`src/rtl/if_stage.sv`:
```
// rtl/if_stage.sv - instruction fetch stage with stall hold buffer, branch redirect and halt
module if_stage (
    input  logic        clk,
    input  logic        rst_n,
    input  logic        stall,
    input  logic        branch_taken,
    input  logic [7:0]  branch_target,
    output logic [7:0]  imem_addr,
    input  logic [15:0] imem_data,
    output logic [7:0]  odata_read_addr,
    output logic [7:0]  odata_write_addr,
    output logic [7:0]  onextPC,
    output logic        ifid_en,
    output logic        halted
);

    typedef enum logic {RUN, HALT} state_t;

    state_t      state, state_n;
    logic [7:0]  pc, pc_n;
    logic [7:0]  fetch_pc, fetch_pc_n;
    logic        fetch_valid, fetch_valid_n;
    logic        held, held_n;
    logic [15:0] hold_word, hold_word_n;
    logic [7:0]  hold_next, hold_next_n;

    always_ff @(posedge clk) begin
        if (!rst_n) begin
            state       <= RUN;
            pc          <= 8'h00;
            fetch_pc    <= 8'h00;
            fetch_valid <= 1'b0;
            held        <= 1'b0;
            hold_word   <= 16'h0000;
            hold_next   <= 8'h00;
        end else begin
            state       <= state_n;
            pc          <= pc_n;
            fetch_pc    <= fetch_pc_n;
            fetch_valid <= fetch_valid_n;
            held        <= held_n;
            hold_word   <= hold_word_n;
            hold_next   <= hold_next_n;
        end
    end

    always_comb begin
        state_n       = state;
        pc_n          = pc;
        fetch_pc_n    = fetch_pc;
        fetch_valid_n = fetch_valid;
        held_n        = held;
        hold_word_n   = hold_word;
        hold_next_n   = hold_next;
        ifid_en       = 1'b0;
        if (state == RUN) begin
            if (branch_taken) begin
                pc_n          = branch_target;
                fetch_valid_n = 1'b0;
                held_n        = 1'b0;
                if (branch_target == 8'hFF)
                    state_n = HALT;
            end else if (stall) begin
                // The ROM keeps reading pc during a stall, so the live word must be parked.
                if (fetch_valid && !held) begin
                    held_n      = 1'b1;
                    hold_word_n = imem_data;
                    hold_next_n = fetch_pc + 8'd1;
                end
            end else begin
                ifid_en       = fetch_valid | held;
                pc_n          = pc + 8'd1;
                fetch_pc_n    = pc;
                fetch_valid_n = 1'b1;
                held_n        = 1'b0;
            end
        end
    end

    always_comb begin
        odata_read_addr  = 8'h00;
        odata_write_addr = 8'h00;
        onextPC          = 8'h00;
        if (held) begin
            odata_read_addr  = hold_word[15:8];
            odata_write_addr = hold_word[7:0];
            onextPC          = hold_next;
        end else if (fetch_valid) begin
            odata_read_addr  = imem_data[15:8];
            odata_write_addr = imem_data[7:0];
            onextPC          = fetch_pc + 8'd1;
        end
    end

    assign imem_addr = pc;
    assign halted    = (state == HALT);

endmodule

```
`config.mk`:
```
export PLATFORM = sky130hd
export DESIGN_NAME = if_stage
export DESIGN_NICKNAME = d
export VERILOG_FILES = /design/src/rtl/if_stage.sv
export SDC_FILE = /design/constraint.sdc
export NUM_CORES = 1
export LEC_CHECK = 0
export BUFFER_PORTS_ARGS = -buffer_cell sky130_fd_sc_hd__buf_4
export CORE_MARGIN = 5
export CORE_UTILIZATION = 52
export DETAILED_ROUTE_END_ITERATION = 8
export MAX_ROUTING_LAYER = met4
export PLACE_DENSITY = 0.8
export SETUP_SLACK_MARGIN = 0.5
export SKIP_CTS_REPAIR_TIMING = 1
export SYNTH_ARGS = -nofsm -noshare
export SYNTH_HDL_FRONTEND = slang
export SYNTH_SLANG_ARGS = --single-unit
```
`constraint.sdc`:
```
create_clock -name clk -period 2.1 [get_ports clk]
set_input_delay 0.315 -clock clk [delete_from_list [all_inputs] [get_ports clk]]
set_output_delay 0.315 -clock clk [all_outputs]
set_load 0.01 [all_outputs]
```
==> results.py, run 1 <==
metrics = {
    "global_routing": {
        "first_global_vias": 2058,
        "track_usage": 0.219,
        "antenna_found_initial": 0,
        "grt_overflow": 0,
        "grt_pass1_wl_um": 9290,
        "grt_max_degree": 46,
    },
    "synthesis": {
        "synth_flop_cell": "dfxtp_1",
        "synthSimpleGateAreaFrac": 0.256,
        "ys_ff_latch": 43,
        "async_flop_share": 0,
        "post_synth_fa_ha_maj_area_fraction": 0.0114,
        "synth_top_family_by_area": "compound AO/OA/AOI/OAI gates",
        "syn-mean-instance-area_um2": 7.42,
        "syn-num-nets": 327,
        "muxShareOfSynthArea": 0.00454,
        "seq_area_frac_synth": 0.391,
        "synthXorXnorAreaFrac": 0.0239,
        "synth_compound_area_frac": 0.265,
        "mappedNetlistArea_um2": 2200,
        "synth_enable_flop_cells": 0,
        "synth-warning-count": 0,
        "ys_types": 42,
        "netlist_instances": 297,
    },
    "placed_design": {
        "dp_hpwl_um": 4170,
        "port-buffer-count": 61,
        "gp_congestion": 0.900,
    },
    "finish": {
        "layout.nets": 385,
        "diodes": 0,
        "final_common_cell": "nand2_1",
        "final_cell_mix": "nand2_1, buf_4, dfxtp_1, o21ai_0, a21boi_0",
        "finish.utilization": 0.718,
        "area_growth_pct": 32.3,
        "final_layout_size_suffix_gt1_frac": 0.278,
    },
    "power": {
        "total_power_mw": 1.65,
        "swShare": 0.245,
        "p_comb_frac": 0.137,
        "power.leakage_nw": 1.14,
        "pwr-share-clk": 0.341,
        "sequentialPowerShare": 0.522,
        "ir_drop_mv": 0.367,
        "p_switching_mw": 0.405,
        "powerDensity_nw_per_um2": 567,
        "p_int_mw": 1.25,
    },
    "setup_path": {
        "worstSetupEndpointType": "primary output",
        "path_class": "reg -> out",
        "cp_max_fo": 4,
        "worstPathArrival_ns": 1.55,
        "crit_required_ns": 1.78,
        "start_kind": "flop",
    },
    "timing": {
        "drv_slew": 0,
        "whs_ns": 0.277,
        "relSlewSlack": 0.690,
        "setup_viol_count_final": 0,
        "finalCriticalPeriod_ns": 1.87,
        "period_share": 0.889,
        "skew_ns": 0.00357,
        "tightest_slew_ns": 0.465,
        "hold_viol_final": 0,
        "setup_tns_ns": 0,
        "rsz0062_at_grt": "yes",
        "max_freq_mhz": 536,
    },
    "clock_tree": {
        "cts-root-buf": "clkbuf_8",
        "clk_latency_ns": 0.29,
        "cts.clk_slew.worst_paths_ns": 0.07,
        "cts_tree": "done",
        "cts_buffers": 5,
        "clk_path_buf_depth": 2,
        "h-tree-depth": 2,
        "clock_sinks": 43,
    },
    "routing": {
        "finalWirelength_um": 5990,
        "antenna_left": 0,
        "wl_per_cell_um": 14.7,
        "drc": 0,
        "drtIter0Drc": 166,
        "viasPerCell": 5.56,
        "vias": 2257,
        "dr.pass1.iters": 4,
    },
    "run_status": {
        "status": "complete, no violations",
    },
    "floorplanning": {
        "core_um2": 4060,
        "fp.dieW_um": 75.1,
        "num_io_pins": 62,
        "die_area_um2": 5640,
        "start_util": 0.543,
        "fp.dieH_um": 75.1,
        "rows": 23,
    },
    "flow_run": {
        "maxCapViolCount": 0,
    },
    "hold_path": {
        "hold_path.class": "in -> reg",
    },
}
==> worst paths after layout <==
check                                  start            to  slack, ns  cells after the start
worst min-delay path            imem_data[9]  hold_word[9]       0.28                      3
worst min register to register  hold_word[6]  hold_word[6]       0.46                      2
worst max-delay path             fetch_pc[4]    onextPC[6]       0.23                      5
worst max register to register          held  hold_word[4]       0.51                      4
==> logic make-up after synthesis <==
logic type | count (synthesis)
compound gates | 89
xor+xnor | 6
fa+ha+maj | 2
buf+inv | 23
flops | 43
mux | 1
simple gates | 133
==> cell usage after synthesis (2+ instances only) <==
cell | instances | area, µm²
buf_1 | 2 | 7.51
o31ai_1 | 3 | 22.5
nand3_1 | 8 | 40.0
a21boi_0 | 17 | 128
nor3_1 | 3 | 15.0
inv_1 | 2 | 7.51
xor2_1 | 3 | 26.3
buf_6 | 2 | 22.5
a21oi_1 | 8 | 40.0
dfxtp_1 | 43 | 861
nor4_1 | 3 | 18.8
nand2_1 | 101 | 379
o211ai_1 | 2 | 15.0
ha_1 | 2 | 25.0
o21a_1 | 2 | 15.0
o21ai_0 | 32 | 160
nor2_1 | 9 | 33.8
o211a_1 | 3 | 30.0
xnor2_1 | 3 | 26.3
a21boi_1 | 10 | 75.1
nand4_1 | 2 | 12.5
and3_1 | 2 | 12.5
buf_2 | 5 | 25.0
clkbuf_1 | 12 | 45.0
==> layout make-up <==
type                    count  area (µm²)
fillers                   337        1140
well taps                  50        62.6
repair buffers             72         574
multi-input cells         231        1280
clock buffers               8         100
flip-flops and latches     43         887
inverters                   2        7.51
==> flip-flops by register name, indices dropped and copies added, names as in the netlist <==
name,count
fetch_pc,8
fetch_valid,1
halted,1
held,1
hold_next,8
hold_word,16
imem_addr,8
==> critical path, stage by stage, from the launching register on <==
cell	delay (ns)
dfxtp_2	0.36
and3_1	0.17
nand3_2	0.09
xor2_1	0.16
o31ai_1	0.30
buf_4	0.18
==> metal layers <==
layer,vias up,share of wire,track usage
met5,-,0,-
met4,0,0.013,0.0553
met3,8,0.068,0.0467
met2,70,0.51,0.378
met1,1049,0.41,0.257
li1,1130,-,-
==> power groups by stage <==
stage,clock network (mW),logic [mW],registers (mW)
after floorplan,0,0.107,0.883
final,0.564,0.227,0.862
after global placement,0,0.214,0.884
after CTS,0.580,0.219,0.866
after detailed placement,0,0.218,0.885
after global routing,0.611,0.249,0.866
==> metrics by stage <==
stage | std cells | instance area (µm²) | worst slack [ns]
global route | 406 | 2910 | 0.155
finish | 406 | 2910 | 0.234
CTS | 402 | 2790 | 0.148
detailed placement | 394 | 2690 | 0.293
floorplan | 297 | 2200 | 0.510
global placement | 394 | 2690 | 0.372
Power figures use the tool's default switching activity.
==> inputs of run 2 (changes only) <==
--- a/config.mk
+++ b/config.mk
@@ -5,12 +5,14 @@
 export SDC_FILE = /design/constraint.sdc
 export NUM_CORES = 1
 export LEC_CHECK = 0
+export ABC_CLOCK_PERIOD_IN_PS = 2100
 export BUFFER_PORTS_ARGS = -buffer_cell sky130_fd_sc_hd__buf_4
 export CORE_MARGIN = 5
-export CORE_UTILIZATION = 52
+export CORE_UTILIZATION = 45
+export CTS_CLUSTER_DIAMETER = 40
 export DETAILED_ROUTE_END_ITERATION = 8
 export MAX_ROUTING_LAYER = met4
-export PLACE_DENSITY = 0.8
+export PLACE_DENSITY = 0.7
 export SETUP_SLACK_MARGIN = 0.5
 export SKIP_CTS_REPAIR_TIMING = 1
 export SYNTH_ARGS = -nofsm -noshare
==> run 2 against run 1 <==
  * Clock-buffer cell count fell by 2
  * Register-to-register slack improved by 0.07 ns
  * Largest power group unchanged
  * Cell area is 3.2% higher
  * Highest routed layer unchanged
  * Sequential power is essentially flat
  * Die area increased by 13%
  * Critical path depth unchanged
==> results.py, run 2 (same netlist as run 1, synthesis figures left out) <==
metrics = {
    "clock_tree": {
        "cts-root-buf": "clkbuf_8",
        "cts.clk_slew.worst_paths_ns": 0.08,
        "clk_path_buf_depth": 2,
        "cts_buffers": 5,
        "cts_tree": "done",
        "clock_sinks": 43,
        "h-tree-depth": 2,
        "clk_latency_ns": 0.29,
    },
    "finish": {
        "finish.utilization": 0.637,
        "final_common_cell": "nand2_1",
        "design_area_um2": 3010,
        "final_layout_size_suffix_gt1_frac": 0.295,
        "diodes": 0,
        "largest_reg_flops": 16,
        "regMostFlops": "hold_word",
        "area_growth_pct": 36.5,
        "layout.nets": 385,
        "instances_no_fill": 423,
        "final_cell_mix": "nand2_1, buf_4, dfxtp_1, o21ai_0, a21boi_0",
    },
    "routing": {
        "antenna_left": 0,
        "vias": 2216,
        "drc": 0,
        "viasPerCell": 5.24,
        "wl_per_cell_um": 13.8,
        "finalWirelength_um": 5820,
        "drtIter0Drc": 112,
        "dr.pass1.iters": 4,
    },
    "global_routing": {
        "track_usage": 0.185,
        "grt_max_degree": 46,
        "grt_overflow": 0,
        "first_global_vias": 2032,
        "grt_pass1_wl_um": 9300,
        "antenna_found_initial": 0,
    },
    "timing": {
        "setup_tns_ns": 0,
        "relSlewSlack": 0.690,
        "finalCriticalPeriod_ns": 1.83,
        "tightest_slew_ns": 0.464,
        "hold_viol_final": 0,
        "drv_slew": 0,
        "skew_ns": 0.00399,
        "period_share": 0.870,
        "rsz0062_at_grt": "yes",
        "max_freq_mhz": 548,
        "setup_viol_count_final": 0,
        "fin_ws_ns": 0.274,
        "whs_ns": 0.273,
    },
    "floorplanning": {
        "fp.dieH_um": 80.0,
        "die_area_um2": 6400,
        "num_io_pins": 62,
        "start_util": 0.466,
        "rows": 25,
        "fp.dieW_um": 80.0,
        "core_um2": 4720,
    },
    "setup_path": {
        "cp_slowest_cell": "dfxtp_2",
        "start_kind": "flop",
        "path_buf_inv": 1,
        "worstPathArrival_ns": 1.51,
        "crit_chain": "and3_4 > nand3_4 > xor2_2 > o31ai_2 > buf_4",
        "slowest_delay_ns": 0.38,
        "cp_top_family": "flip-flops",
        "crit_required_ns": 1.78,
        "path_class": "reg -> out",
        "worstSetupEndpointType": "primary output",
        "cp_max_fo": 4,
    },
    "power": {
        "power.leakage_nw": 1.17,
        "p_comb_frac": 0.130,
        "total_power_mw": 1.76,
        "p_int_mw": 1.33,
        "sequentialPowerShare": 0.491,
        "powerDensity_nw_per_um2": 584,
        "swShare": 0.241,
        "pwr-share-clk": 0.379,
        "ir_drop_mv": 0.422,
        "p_switching_mw": 0.424,
    },
    "run_status": {
        "status": "complete, no violations",
    },
    "placed_design": {
        "post-place-ws_ns": 0.343,
        "dp_hpwl_um": 3880,
        "port-buffer-count": 61,
        "gp_congestion": 0.856,
        "dp.cells": 409,
        "placed_cell_area_um2": 2690,
    },
    "hold_path": {
        "hold_path.class": "in -> reg",
    },
    "flow_run": {
        "maxCapViolCount": 0,
    },
}
[run 2: changes by cell type in the layout (fill, tap and decap cells not counted), sizes merged]
cell / change
clkbuf: -2
clkinv: +1
bufinv: +1
[run 2: layout make-up]
type	instances	area [µm²]
Fill cell	427	1720
Multi-Input combinational cell	231	1320
Sequential cell	43	887
Timing Repair Buffer	72	591
Tap cell	67	83.8
Clock buffer	6	82.6
Clock inverter	2	35.0
Inverter	2	7.51
[run 2: per-layer routing]
metal | vias to the layer above | global-route usage | part of all wire
li1 | 1132 | - | -
met1 | 1013 | 0.239 | 0.47
met2 | 66 | 0.287 | 0.46
met3 | 5 | 0.0429 | 0.060
met4 | 0 | 0.0524 | 0.0072
met5 | - | - | 0
[run 2: path summary, 6_finish.rpt]
check | slack, ns | end | startpoint | cells past startpoint
worst max-delay path | 0.27 | onextPC[6] | fetch_pc[4] | 5
worst min-delay path | 0.27 | hold_word[11] | imem_data[11] | 3
worst max register to register | 0.58 | imem_addr[6] | imem_addr[0] | 5
worst min register to register | 0.46 | hold_word[11] | hold_word[11] | 2
[run 2: worst min-delay path: stages]
cell	delay, ns
buf_4	0.11
nand2_1	0.05
a21boi_1	0.05
[run 2: power by group through the flow]
| stage | registers, mW | clock network (mW) | logic, mW |
|---|---|---|---|
| global route | 0.867 | 0.724 | 0.253 |
| finish | 0.863 | 0.667 | 0.228 |
| detailed placement | 0.884 | 0 | 0.216 |
| floorplan | 0.883 | 0 | 0.107 |
| CTS | 0.866 | 0.678 | 0.217 |
| global placement | 0.885 | 0 | 0.215 |
==> inputs of run 3 (changes only) <==
--- a/config.mk
+++ b/config.mk
@@ -5,7 +5,7 @@
 export SDC_FILE = /design/constraint.sdc
 export NUM_CORES = 1
 export LEC_CHECK = 0
-export ABC_CLOCK_PERIOD_IN_PS = 2100
+export ABC_CLOCK_PERIOD_IN_PS = 2200
 export BUFFER_PORTS_ARGS = -buffer_cell sky130_fd_sc_hd__buf_4
 export CORE_MARGIN = 5
 export CORE_UTILIZATION = 45
==> constraint.sdc (replaced) <==
create_clock -name clk -period 2.2 [get_ports clk]
set_input_delay 0.33 -clock clk [delete_from_list [all_inputs] [get_ports clk]]
set_output_delay 0.33 -clock clk [all_outputs]
set_load 0.01 [all_outputs]
==> run 3 against run 2 <==
  * Critical path depth did not move
  * Non-clock buffer count fell by 2
  * Setup slack improved by 0.088 ns
  * Sequential power fell by 4.6%
  * Flip-flop and latch count did not move
  * Clock-buffer cell count did not move
  * Worst hold slack improved by 0.018 ns
  * Via count rose by 0.95%
  * Total power fell by 13%
  * Utilization fell by 1.8 points
  * Clock skew barely moved
  * Global-route usage rose by 0.41 points
==> results.py, run 3 (same netlist as run 1, synthesis figures left out) <==
metrics = {
    "run_status": {
        "status": "complete, no violations",
    },
    "timing": {
        "tightest_slew_ns": 0.425,
        "finalCriticalPeriod_ns": 1.84,
        "drv_slew": 0,
        "hold_viol_final": 0,
        "period_share": 0.835,
        "setup_viol_count_final": 0,
        "skew_ns": 0.00415,
        "whs_ns": 0.291,
        "setup_tns_ns": 0,
        "max_freq_mhz": 544,
        "fin_ws_ns": 0.362,
        "rsz0062_at_grt": "yes",
        "relSlewSlack": 0.717,
    },
    "setup_path": {
        "worstPathArrival_ns": 1.51,
        "cp_top_family": "flip-flops",
        "slowest_delay_ns": 0.37,
        "path_class": "reg -> out",
        "crit_required_ns": 1.87,
        "start_kind": "flop",
        "path_buf_inv": 1,
        "cp_slowest_cell": "dfxtp_4",
        "crit_chain": "and3_4 > nand3_4 > xor2_2 > o31ai_2 > buf_4",
        "worstSetupEndpointType": "primary output",
        "cp_max_fo": 4,
    },
    "power": {
        "powerDensity_nw_per_um2": 526,
        "ir_drop_mv": 0.379,
        "total_power_mw": 1.54,
        "power.leakage_nw": 1.14,
    },
    "global_routing": {
        "first_global_vias": 2106,
        "met3_usage": 0.0463,
        "grt_overflow": 0,
        "grt_use_met2": 0.293,
        "grt-busiest-layer": "met2",
        "track_usage": 0.189,
        "grt_pass1_wl_um": 9540,
        "met1_usage": 0.242,
        "antenna_found_initial": 0,
        "grt_max_degree": 46,
    },
    "finish": {
        "finish.utilization": 0.619,
        "layout.nets": 383,
        "instances_no_fill": 420,
        "area_growth_pct": 32.6,
        "final_layout_size_suffix_gt1_frac": 0.286,
        "regMostFlops": "hold_word",
        "diodes": 0,
        "largest_reg_flops": 16,
        "final_common_cell": "nand2_1",
        "design_area_um2": 2920,
        "fillCellCount": 424,
        "final_cell_mix": "nand2_1, buf_4, dfxtp_1, o21ai_0, a21boi_0",
    },
    "flow_run": {
        "maxCapViolCount": 0,
    },
    "placed_design": {
        "dp.cells": 409,
        "gp_congestion": 0.906,
        "dp_hpwl_um": 3970,
        "placed_cell_area_um2": 2690,
        "post-place-ws_ns": 0.448,
        "port-buffer-count": 61,
    },
    "floorplanning": {
        "num_io_pins": 62,
        "fp.dieH_um": 80.0,
        "start_util": 0.466,
        "rows": 25,
        "core_um2": 4720,
        "die_area_um2": 6400,
        "fp.dieW_um": 80.0,
    },
    "clock_tree": {
        "cts-root-buf": "clkbuf_8",
        "cts_buffers": 5,
        "h-tree-depth": 2,
        "clk_path_buf_depth": 2,
        "cts_tree": "done",
        "clk_latency_ns": 0.29,
        "cts.clk_slew.worst_paths_ns": 0.08,
        "clock_sinks": 43,
    },
    "routing": {
        "dr.pass1.iters": 5,
        "antenna_left": 0,
        "viasPerCell": 5.33,
        "drc": 0,
        "drtIter0Drc": 124,
        "finalWirelength_um": 5900,
        "wl_per_cell_um": 14.0,
        "vias": 2237,
    },
    "hold_path": {
        "hold_path.class": "in -> reg",
    },
}
run 3: cell count changes in the layout (fill, tap and decap cells not counted), sizes merged:
cell,change
buf,-1
bufinv,-1
clkbuf,-1
run 3: layout make-up:
type                       count  area (µm²)  area share
multi-input combinational    231        1320       0.451
inverter                       2        7.51     0.00257
clock inverter                 1        5.00     0.00171
timing repair buffer          70         537       0.184
sequential                    43         887       0.304
clock buffer                   6        82.6      0.0283
tap                           67        83.8      0.0287
run 3: routing by layer:
layer  up-vias  part of all wire
li1       1130                 -
met1      1041              0.47
met2        55              0.46
met3        11             0.050
met4         0             0.017
met5         -                 0
run 3: path summary, 6_finish.rpt:
kind                     start      endpoint  slack (ns)  cells after the start
setup / recovery   fetch_pc[4]    onextPC[6]        0.36                      5
hold / removal    imem_data[9]  hold_word[9]        0.29                      3
setup reg to reg  imem_addr[0]  imem_addr[6]        0.74                      5
hold reg to reg   hold_word[8]  hold_word[8]        0.46                      2
run 3: power by group:
part	leakage, nW	switching (mW)	total, mW	internal, mW
clock network	0.0470	0.254	0.500	0.246
logic	0.738	0.106	0.214	0.108
registers	0.355	0.0273	0.823	0.796
run 3: worst reg2reg max path, stage by stage (launching register included):
cell     delay, ns
dfxtp_1       0.37
ha_1          0.27
and3_1        0.23
a32oi_1       0.19
nor2_1        0.06
o221a_2       0.24
